<file path="config.mk">
export PLATFORM = sky130hd
export DESIGN_NAME = dmem_access_ctrl
export DESIGN_NICKNAME = d
export VERILOG_FILES = /design/src/rtl/dmem_access_ctrl_pkg.sv /design/src/rtl/dmem_access_ctrl_load_ext.sv /design/src/rtl/dmem_access_ctrl.sv
export SDC_FILE = /design/constraint.sdc
export NUM_CORES = 1
export LEC_CHECK = 0
export CAP_MARGIN = 20
export CORE_MARGIN = 2
export CORE_UTILIZATION = 40
export DETAILED_ROUTE_END_ITERATION = 10
export GPL_TIMING_DRIVEN = 1
export PLACE_DENSITY = 0.77
export SYNTH_ARGS = -nofsm -noshare
export SYNTH_HDL_FRONTEND = slang
export SYNTH_SLANG_ARGS = --single-unit
</file>
<file path="constraint.sdc">
create_clock -name clk -period 3.35 [get_ports clk]
set_input_delay 0.5025 -clock clk [delete_from_list [all_inputs] [get_ports clk]]
set_output_delay 0.5025 -clock clk [all_outputs]
set_load 0.02 [all_outputs]
</file>
<file path="src/rtl/dmem_access_ctrl_pkg.sv">
// Shared types and helpers for the data-SRAM access controller.
// Size/state encodings, request latch struct, strobe/write-data/alignment helpers.
package dmem_access_ctrl_pkg;

  localparam int DATA_W    = 32;
  localparam int ADDR_W    = 32;
  localparam int NUM_LANES = 4;
  localparam int LANE_W    = 8;

  localparam logic [1:0] SZ_B = 2'd0;
  localparam logic [1:0] SZ_H = 2'd1;
  localparam logic [1:0] SZ_W = 2'd2;

  typedef enum logic [1:0] {
    S_IDLE  = 2'd0,
    S_REQ   = 2'd1,
    S_WAIT  = 2'd2,
    S_DRAIN = 2'd3
  } state_t;

  typedef struct packed {
    logic              we;
    logic [1:0]        size;
    logic              sign;
    logic [ADDR_W-1:0] addr;
    logic [DATA_W-1:0] wdata;
  } mem_req_t;

  function automatic logic [NUM_LANES-1:0] gen_wstrb(input logic we, input logic [1:0] size,
                                                     input logic [1:0] lo);
    logic [NUM_LANES-1:0] s;
    if (!we)                s = 4'b0000;
    else if (size == SZ_B)  s = 4'b0001 << lo;
    else if (size == SZ_H)  s = lo[1] ? 4'b1100 : 4'b0011;
    else                    s = 4'b1111;
    return s;
  endfunction

  function automatic logic [DATA_W-1:0] gen_wdata(input logic [1:0] size,
                                                  input logic [DATA_W-1:0] d);
    logic [DATA_W-1:0] w;
    if (size == SZ_B)      w = {4{d[7:0]}};
    else if (size == SZ_H) w = {2{d[15:0]}};
    else                   w = d;
    return w;
  endfunction

  // Half/word accesses always go out naturally aligned; low bits are dropped.
  function automatic logic [ADDR_W-1:0] align_addr(input logic [1:0] size,
                                                   input logic [ADDR_W-1:0] a);
    logic [ADDR_W-1:0] r;
    if (size == SZ_B)      r = a;
    else if (size == SZ_H) r = {a[ADDR_W-1:1], 1'b0};
    else                   r = {a[ADDR_W-1:2], 2'b00};
    return r;
  endfunction

endpackage

</file>
<file path="src/rtl/dmem_access_ctrl_load_ext.sv">
// Load-data lane select and sign/zero extension (purely combinational).
module dmem_load_ext
  import dmem_access_ctrl_pkg::*;
(
  input  logic [DATA_W-1:0] rdata,
  input  logic [1:0]        addr_lo,
  input  logic [1:0]        size,
  input  logic              sign,
  output logic [DATA_W-1:0] data
);

  logic [NUM_LANES-1:0][LANE_W-1:0] lanes;
  logic [LANE_W-1:0]                b;
  logic [2*LANE_W-1:0]              h;

  assign lanes = rdata;

  always_comb begin
    b    = lanes[addr_lo];
    h    = addr_lo[1] ? {lanes[3], lanes[2]} : {lanes[1], lanes[0]};
    data = rdata;
    case (size)
      SZ_B:    data = {{(DATA_W-LANE_W){sign & b[LANE_W-1]}}, b};
      SZ_H:    data = {{(DATA_W-2*LANE_W){sign & h[2*LANE_W-1]}}, h};
      default: data = rdata;
    endcase
  end

endmodule

</file>
<file path="src/rtl/dmem_access_ctrl.sv">
// MEM-stage data-SRAM access sequencer: req/addr_ok/data_ok handshake, strobes, load extension,
// optional watchdog (TIMEOUT_CYC>0) and optional misalignment abort (DMEM_ALIGN_CHECK_EN).
module dmem_access_ctrl
  import dmem_access_ctrl_pkg::*;
#(
  parameter int TIMEOUT_CYC = 0
) (
  input  logic              clk,
  input  logic              rst,
  input  logic              req_valid,
  input  logic              req_we,
  input  logic [1:0]        req_size,
  input  logic              req_sign,
  input  logic [ADDR_W-1:0] req_addr,
  input  logic [DATA_W-1:0] req_wdata,
  output logic              req_ready,
  input  logic              flush,
  output logic              stallreq,
  output logic              data_sram_req,
  output logic              data_sram_wr,
  output logic [1:0]        data_sram_size,
  output logic [3:0]        data_sram_wstrb,
  output logic [ADDR_W-1:0] data_sram_addr,
  output logic [DATA_W-1:0] data_sram_wdata,
  input  logic              data_sram_addr_ok,
  input  logic              data_sram_data_ok,
  input  logic [DATA_W-1:0] data_sram_rdata,
  output logic              load_valid,
  output logic [DATA_W-1:0] load_data,
  output logic              bus_err
);

  state_t            state, state_nxt;
  mem_req_t          op_q;
  logic              misalign, accept, in_flight, wd_expire;
  logic              err_nxt, lv_nxt;
  logic [DATA_W-1:0] ext_data;

`ifdef DMEM_ALIGN_CHECK_EN
  assign misalign = ((req_size == SZ_H) && req_addr[0]) ||
                    ((req_size == SZ_W) && (req_addr[1:0] != 2'b00));
`else
  assign misalign = 1'b0;
`endif

  assign accept    = (state == S_IDLE) && req_valid && !flush && !misalign;
  assign in_flight = (state == S_REQ) || (state == S_WAIT);

  always_comb begin
    state_nxt = state;
    err_nxt   = 1'b0;
    lv_nxt    = 1'b0;
    case (state)
      S_IDLE: begin
        if (req_valid && !flush) begin
          if (misalign) err_nxt   = 1'b1;
          else          state_nxt = S_REQ;
        end
      end
      S_REQ: begin
        // A handshake that lands in the expiry cycle wins over the watchdog.
        if (data_sram_addr_ok)  state_nxt = flush ? S_DRAIN : S_WAIT;
        else if (flush)         state_nxt = S_IDLE;
        else if (wd_expire) begin
          state_nxt = S_IDLE;
          err_nxt   = 1'b1;
        end
      end
      S_WAIT: begin
        if (data_sram_data_ok) begin
          state_nxt = S_IDLE;
          lv_nxt    = !flush && !op_q.we;
        end else if (flush) begin
          state_nxt = S_DRAIN;
        end else if (wd_expire) begin
          state_nxt = S_IDLE;
          err_nxt   = 1'b1;
        end
      end
      S_DRAIN: begin
        if (data_sram_data_ok) state_nxt = S_IDLE;
      end
      default: state_nxt = S_IDLE;
    endcase
  end

  always_comb begin
    req_ready       = (state == S_IDLE);
    stallreq        = (state == S_IDLE) ? (req_valid && !misalign) : 1'b1;
    data_sram_req   = (state == S_REQ);
    data_sram_wr    = data_sram_req && op_q.we;
    data_sram_size  = data_sram_req ? op_q.size : 2'b00;
    data_sram_addr  = data_sram_req ? op_q.addr : '0;
    data_sram_wstrb = data_sram_req ? gen_wstrb(op_q.we, op_q.size, op_q.addr[1:0]) : 4'b0000;
    data_sram_wdata = (data_sram_req && op_q.we) ? gen_wdata(op_q.size, op_q.wdata) : '0;
  end

  dmem_load_ext u_load_ext (
    .rdata   (data_sram_rdata),
    .addr_lo (op_q.addr[1:0]),
    .size    (op_q.size),
    .sign    (op_q.sign),
    .data    (ext_data)
  );

  always_ff @(posedge clk or posedge rst) begin
    if (rst) begin
      state      <= S_IDLE;
      op_q       <= '0;
      load_valid <= 1'b0;
      load_data  <= '0;
      bus_err    <= 1'b0;
    end else begin
      state      <= state_nxt;
      load_valid <= lv_nxt;
      bus_err    <= err_nxt;
      if (accept) begin
        op_q.we    <= req_we;
        op_q.size  <= req_size;
        op_q.sign  <= req_sign;
        op_q.addr  <= align_addr(req_size, req_addr);
        op_q.wdata <= req_wdata;
      end
      if (lv_nxt) load_data <= ext_data;
    end
  end

  generate
    if (TIMEOUT_CYC > 0) begin : g_wdog
      localparam int CW = (TIMEOUT_CYC > 1) ? $clog2(TIMEOUT_CYC) : 1;
      localparam logic [CW-1:0] CNT_MAX = CW'(TIMEOUT_CYC - 1);
      logic [CW-1:0] cnt;

      // Saturates so a late handshake at expiry cannot wrap and reopen the window.
      always_ff @(posedge clk or posedge rst) begin
        if (rst)                          cnt <= '0;
        else if (accept)                  cnt <= '0;
        else if (in_flight && cnt != CNT_MAX) cnt <= cnt + CW'(1);
      end

      assign wd_expire = in_flight && (cnt == CNT_MAX);
    end else begin : g_nowdog
      assign wd_expire = 1'b0;
    end
  endgenerate

endmodule

</file>
==> load_flow_metrics.sql <==
INSERT INTO impl_metrics (metric_group, metric, value, unit) VALUES
('run_status', 'status', 'complete, no violations', ''),
('timing', 'tns', '0', 'ns'),
('routing', 'initialDrtViolationCount', '387', ''),
('final_layout', 'antenna_cells_inserted', '0', ''),
('setup_path', 'worst-r2r-setup-slack', '0.90', 'ns'),
('global_routing', 'grt_busiest_layer', 'met2', ''),
('yosys', 'synth.net_count', '624', ''),
('clock_tree', 'clock_latency_of_the_later_clocked_register_in_the_worst_skew_pair', '0.35', 'ns'),
('setup_path', 'critical_path.max_fanout', '17', ''),
('final_layout', 'fillers', '1084', ''),
('floorplanning', 'fp.dieArea', '0.0142', 'sq mm'),
('yosys', 'async_flop_share', '1.00', ''),
('floorplanning', 'fp.coreArea', '0.0131', 'sq mm'),
('timing', 'maxClockFrequency', '335', 'MHz'),
('setup_path', 'worst_path_max_delay_cell', 'clkdlybuf4s50_1', ''),
('routing', 'routed_wl', '15800', 'um'),
('timing', 'timing.final.max_slew_violations', '0', ''),
('setup_path', 'timing.critical_path.to', 'data_sram_wdata[15]', ''),
('floorplanning', 'floorplan.die.width', '119', 'um'),
('global_routing', 'groute.layer.met2.usage', '0.373', ''),
('global_routing', 'initial_antenna_violation_count', '0', ''),
('routing', 'wire_per_inst', '17.7', 'um'),
('timing', 'worst_slew_margin_rel', '0.566', ''),
('timing', 'fin_crit_sh', '0.892', ''),
('timing', 'pnr_worst_setup_slack', '0.363', 'ns'),
('yosys', 'yosys.cell_types.count', '38', ''),
('setup_path', 'timing.critical_path.cells', 'nor2b_2 -> nand2_1 -> buf_4 -> a21oi_1 -> clkdlybuf4s50_1', ''),
('yosys', 'total_of_warnings_raised_by_yosys', '0', ''),
('final_layout', 'fin_util', '0.600', ''),
('placement', 'dp_cells', '879', ''),
('setup_path', 'worst_setup_path_start_kind', 'register', ''),
('timing', 'setup_viol_count_final', '0', ''),
('yosys', 'synth_seq_area_share', '0.487', ''),
('yosys', 'netlist.area_leader.share', '0.487', ''),
('yosys', 'postSynthAreaPerCell', '10.2', 'sq um'),
('final_layout', 'final-instance-count-excl-fill', '895', ''),
('routing', 'via_per_inst', '5.27', ''),
('floorplanning', 'core.rowCount', '42', ''),
('final_layout', 'multi_input_combinational_cell_area', '0.00249', 'sq mm'),
('routing', 'dr.pass1.iters', '5', ''),
('yosys', 'synth_enable_flop_cells', '0', ''),
('floorplanning', 'floorplan.initialDensity', '0.404', ''),
('global_routing', 'first_global_vias', '4846', ''),
('global_routing', 'met3_usage', '0.0536', ''),
('clock_tree', 'cts.repair.resized', '0', ''),
('routing', 'ant_nets', '0', ''),
('timing', 'worst_clock_skew_on_the_final_layout', '0.00537', 'ns'),
('placement', 'dp.final_hpwl', '11700', 'um'),
('pwr', 'irDropWorstVdd', '0.000382', 'V'),
('setup_path', 'worstPathRequired', '2.85', 'ns'),
('pwr', 'cellPowerDensity', '895', 'mW/mm^2'),
('pwr', 'leakage', '3.20', 'nW'),
('yosys', 'synth_cells', '518', ''),
('floorplanning', 'chipHeight', '119', 'um'),
('yosys', 'synth_ff_type', 'dfrtp_1', ''),
('setup_path', 'critical_path.reg2reg.endpoint', 'load_data[14]$_DFFE_PP0P_', ''),
('final_layout', 'layout-drive-gt1-share', '0.159', ''),
('timing', 'worst_pin_slew', '0.651', 'ns'),
('global_routing', 'grt_max_degree', '51', ''),
('worst_hold_path', 'hp-class', 'register to register', ''),
('setup_path', 'timing.critical_path.arrival', '2.48', 'ns'),
('routing', 'overall_via_count_from_detail_route', '4719', ''),
('global_routing', 'overflow', '0', ''),
('clock_tree', 'clk_path_buf_depth', '2', ''),
('global_routing', 'gr_layer_usage_met1', '0.286', ''),
('clock_tree', 'cts_max_level', '3', ''),
('setup_path', 'worst_r2r_startpoint', 'op_q[66]$_DFFE_PP0P_', ''),
('clock_tree', 'cts.sink_count', '103', ''),
('clock_tree', 'tritoncts_buffer_count', '9', ''),
('global_routing', 'wire_length_of_the_first_global_routing_pass', '25200', 'um'),
('placement', 'io_port_bufs', '212', '');
## stage by stage
step                hold WS (ns)  instance area [sq um]  power (W)
detailed placement         0.488                   7540    0.00597
CTS                        0.503                   7860    0.00709
floorplan                  0.472                   5290    0.00447
global route               0.507                   7860    0.00748
global placement           0.480                   7540    0.00586
finish                     0.495                   7860    0.00703
## synth_stat cells, types with 2 or more instances
master,instances
dfrtp_1,103
mux2_2,65
nor2_1,61
nand2_1,44
a21oi_1,37
and2_1,34
o21ai_0,27
mux2i_1,25
buf_2,23
clkbuf_1,14
a21oi_2,10
nand2b_1,9
and3_1,8
a22oi_1,7
a31oi_1,7
o22a_1,6
inv_1,5
and4bb_2,4
nand3_1,3
nor2b_1,3
and2b_1,2
buf_4,2
buf_6,2
nor4bb_1,2
o22ai_1,2
## power breakdown
part	leakage [nW]	switching, W	total [W]	internal (W)
logic	1.82	0.00179	0.00358	0.00179
clock network	0.156	0.000447	0.00109	0.000638
registers	1.23	0.000504	0.00237	0.00187
## worst min path at each step
stage	startpoint	endpoint	slack (ns)	cells after the start
detailed placement	op_q[49]$_DFFE_PP0P_	op_q[49]$_DFFE_PP0P_	0.49	1
global placement	load_data[15]$_DFFE_PP0P_	load_data[15]$_DFFE_PP0P_	0.48	2
global route	op_q[49]$_DFFE_PP0P_	op_q[49]$_DFFE_PP0P_	0.51	1
CTS	op_q[49]$_DFFE_PP0P_	op_q[49]$_DFFE_PP0P_	0.50	1
finish	load_data[15]$_DFFE_PP0P_	load_data[15]$_DFFE_PP0P_	0.50	2
floorplan	op_q[34]$_DFFE_PP0P_	op_q[34]$_DFFE_PP0P_	0.47	1
## layer usage
| layer | vias up | share of wire |
|---|---|---|
| li1 | 2168 | - |
| met1 | 2325 | 0.42 |
| met2 | 195 | 0.49 |
| met3 | 31 | 0.064 |
| met4 | 0 | 0.030 |
| met5 | - | 0 |
## cell usage in the layout (no fill, tap or decap), drive strengths merged, types with 2 or more instances in the layout
cell type,netlist,routed
o22ai,2,2
nor2,61,61
dfrtp,103,103
nand2b,9,9
nand3,3,3
clkinv,1,3
a21oi,48,48
o21ai,27,27
nor4bb,2,2
clkbuf,14,13
mux2,65,65
and4bb,4,4
and3,8,8
nand2,44,44
o22a,6,6
and2b,2,2
buf,27,14
and2,34,34
mux2i,25,25
a22oi,7,7
nor2b,3,3
clkdlybuf4s50,0,212
a31oi,7,7
inv,5,5
## state kept, by name, indices dropped and copies added, names as in the netlist
name        cells
load_data      32
load_valid      1
op_q           68
state           2
## critical path: cells and delay by family, from the launching register on
kind	cells	cell delay (ns)
AO/OA/AOI/OAI	1	0.14
buffers and inverters	2	0.96
flip-flops	1	0.46
AND/OR/NAND/NOR	2	0.57
## logic make-up after synthesis
family	Yosys count	synth area share
flip-flops	103	0.487
XOR/XNOR	1	0.00166
multiplexers	90	0.186
other	1	0.000709
AND/OR/NAND/NOR	175	0.165
buffers and inverters	47	0.0430
AO/OA/AOI/OAI	101	0.117
## cell type report
type	count	share of cell area
well taps	176	0.0280
clock inverters	3	0.00510
multi-input cells	368	0.317
inverters	6	0.00319
repair buffers	226	0.284
clock buffers	13	0.0344
flip-flops and latches	103	0.328
No activity file was read; power rests on OpenSTA's default activity.
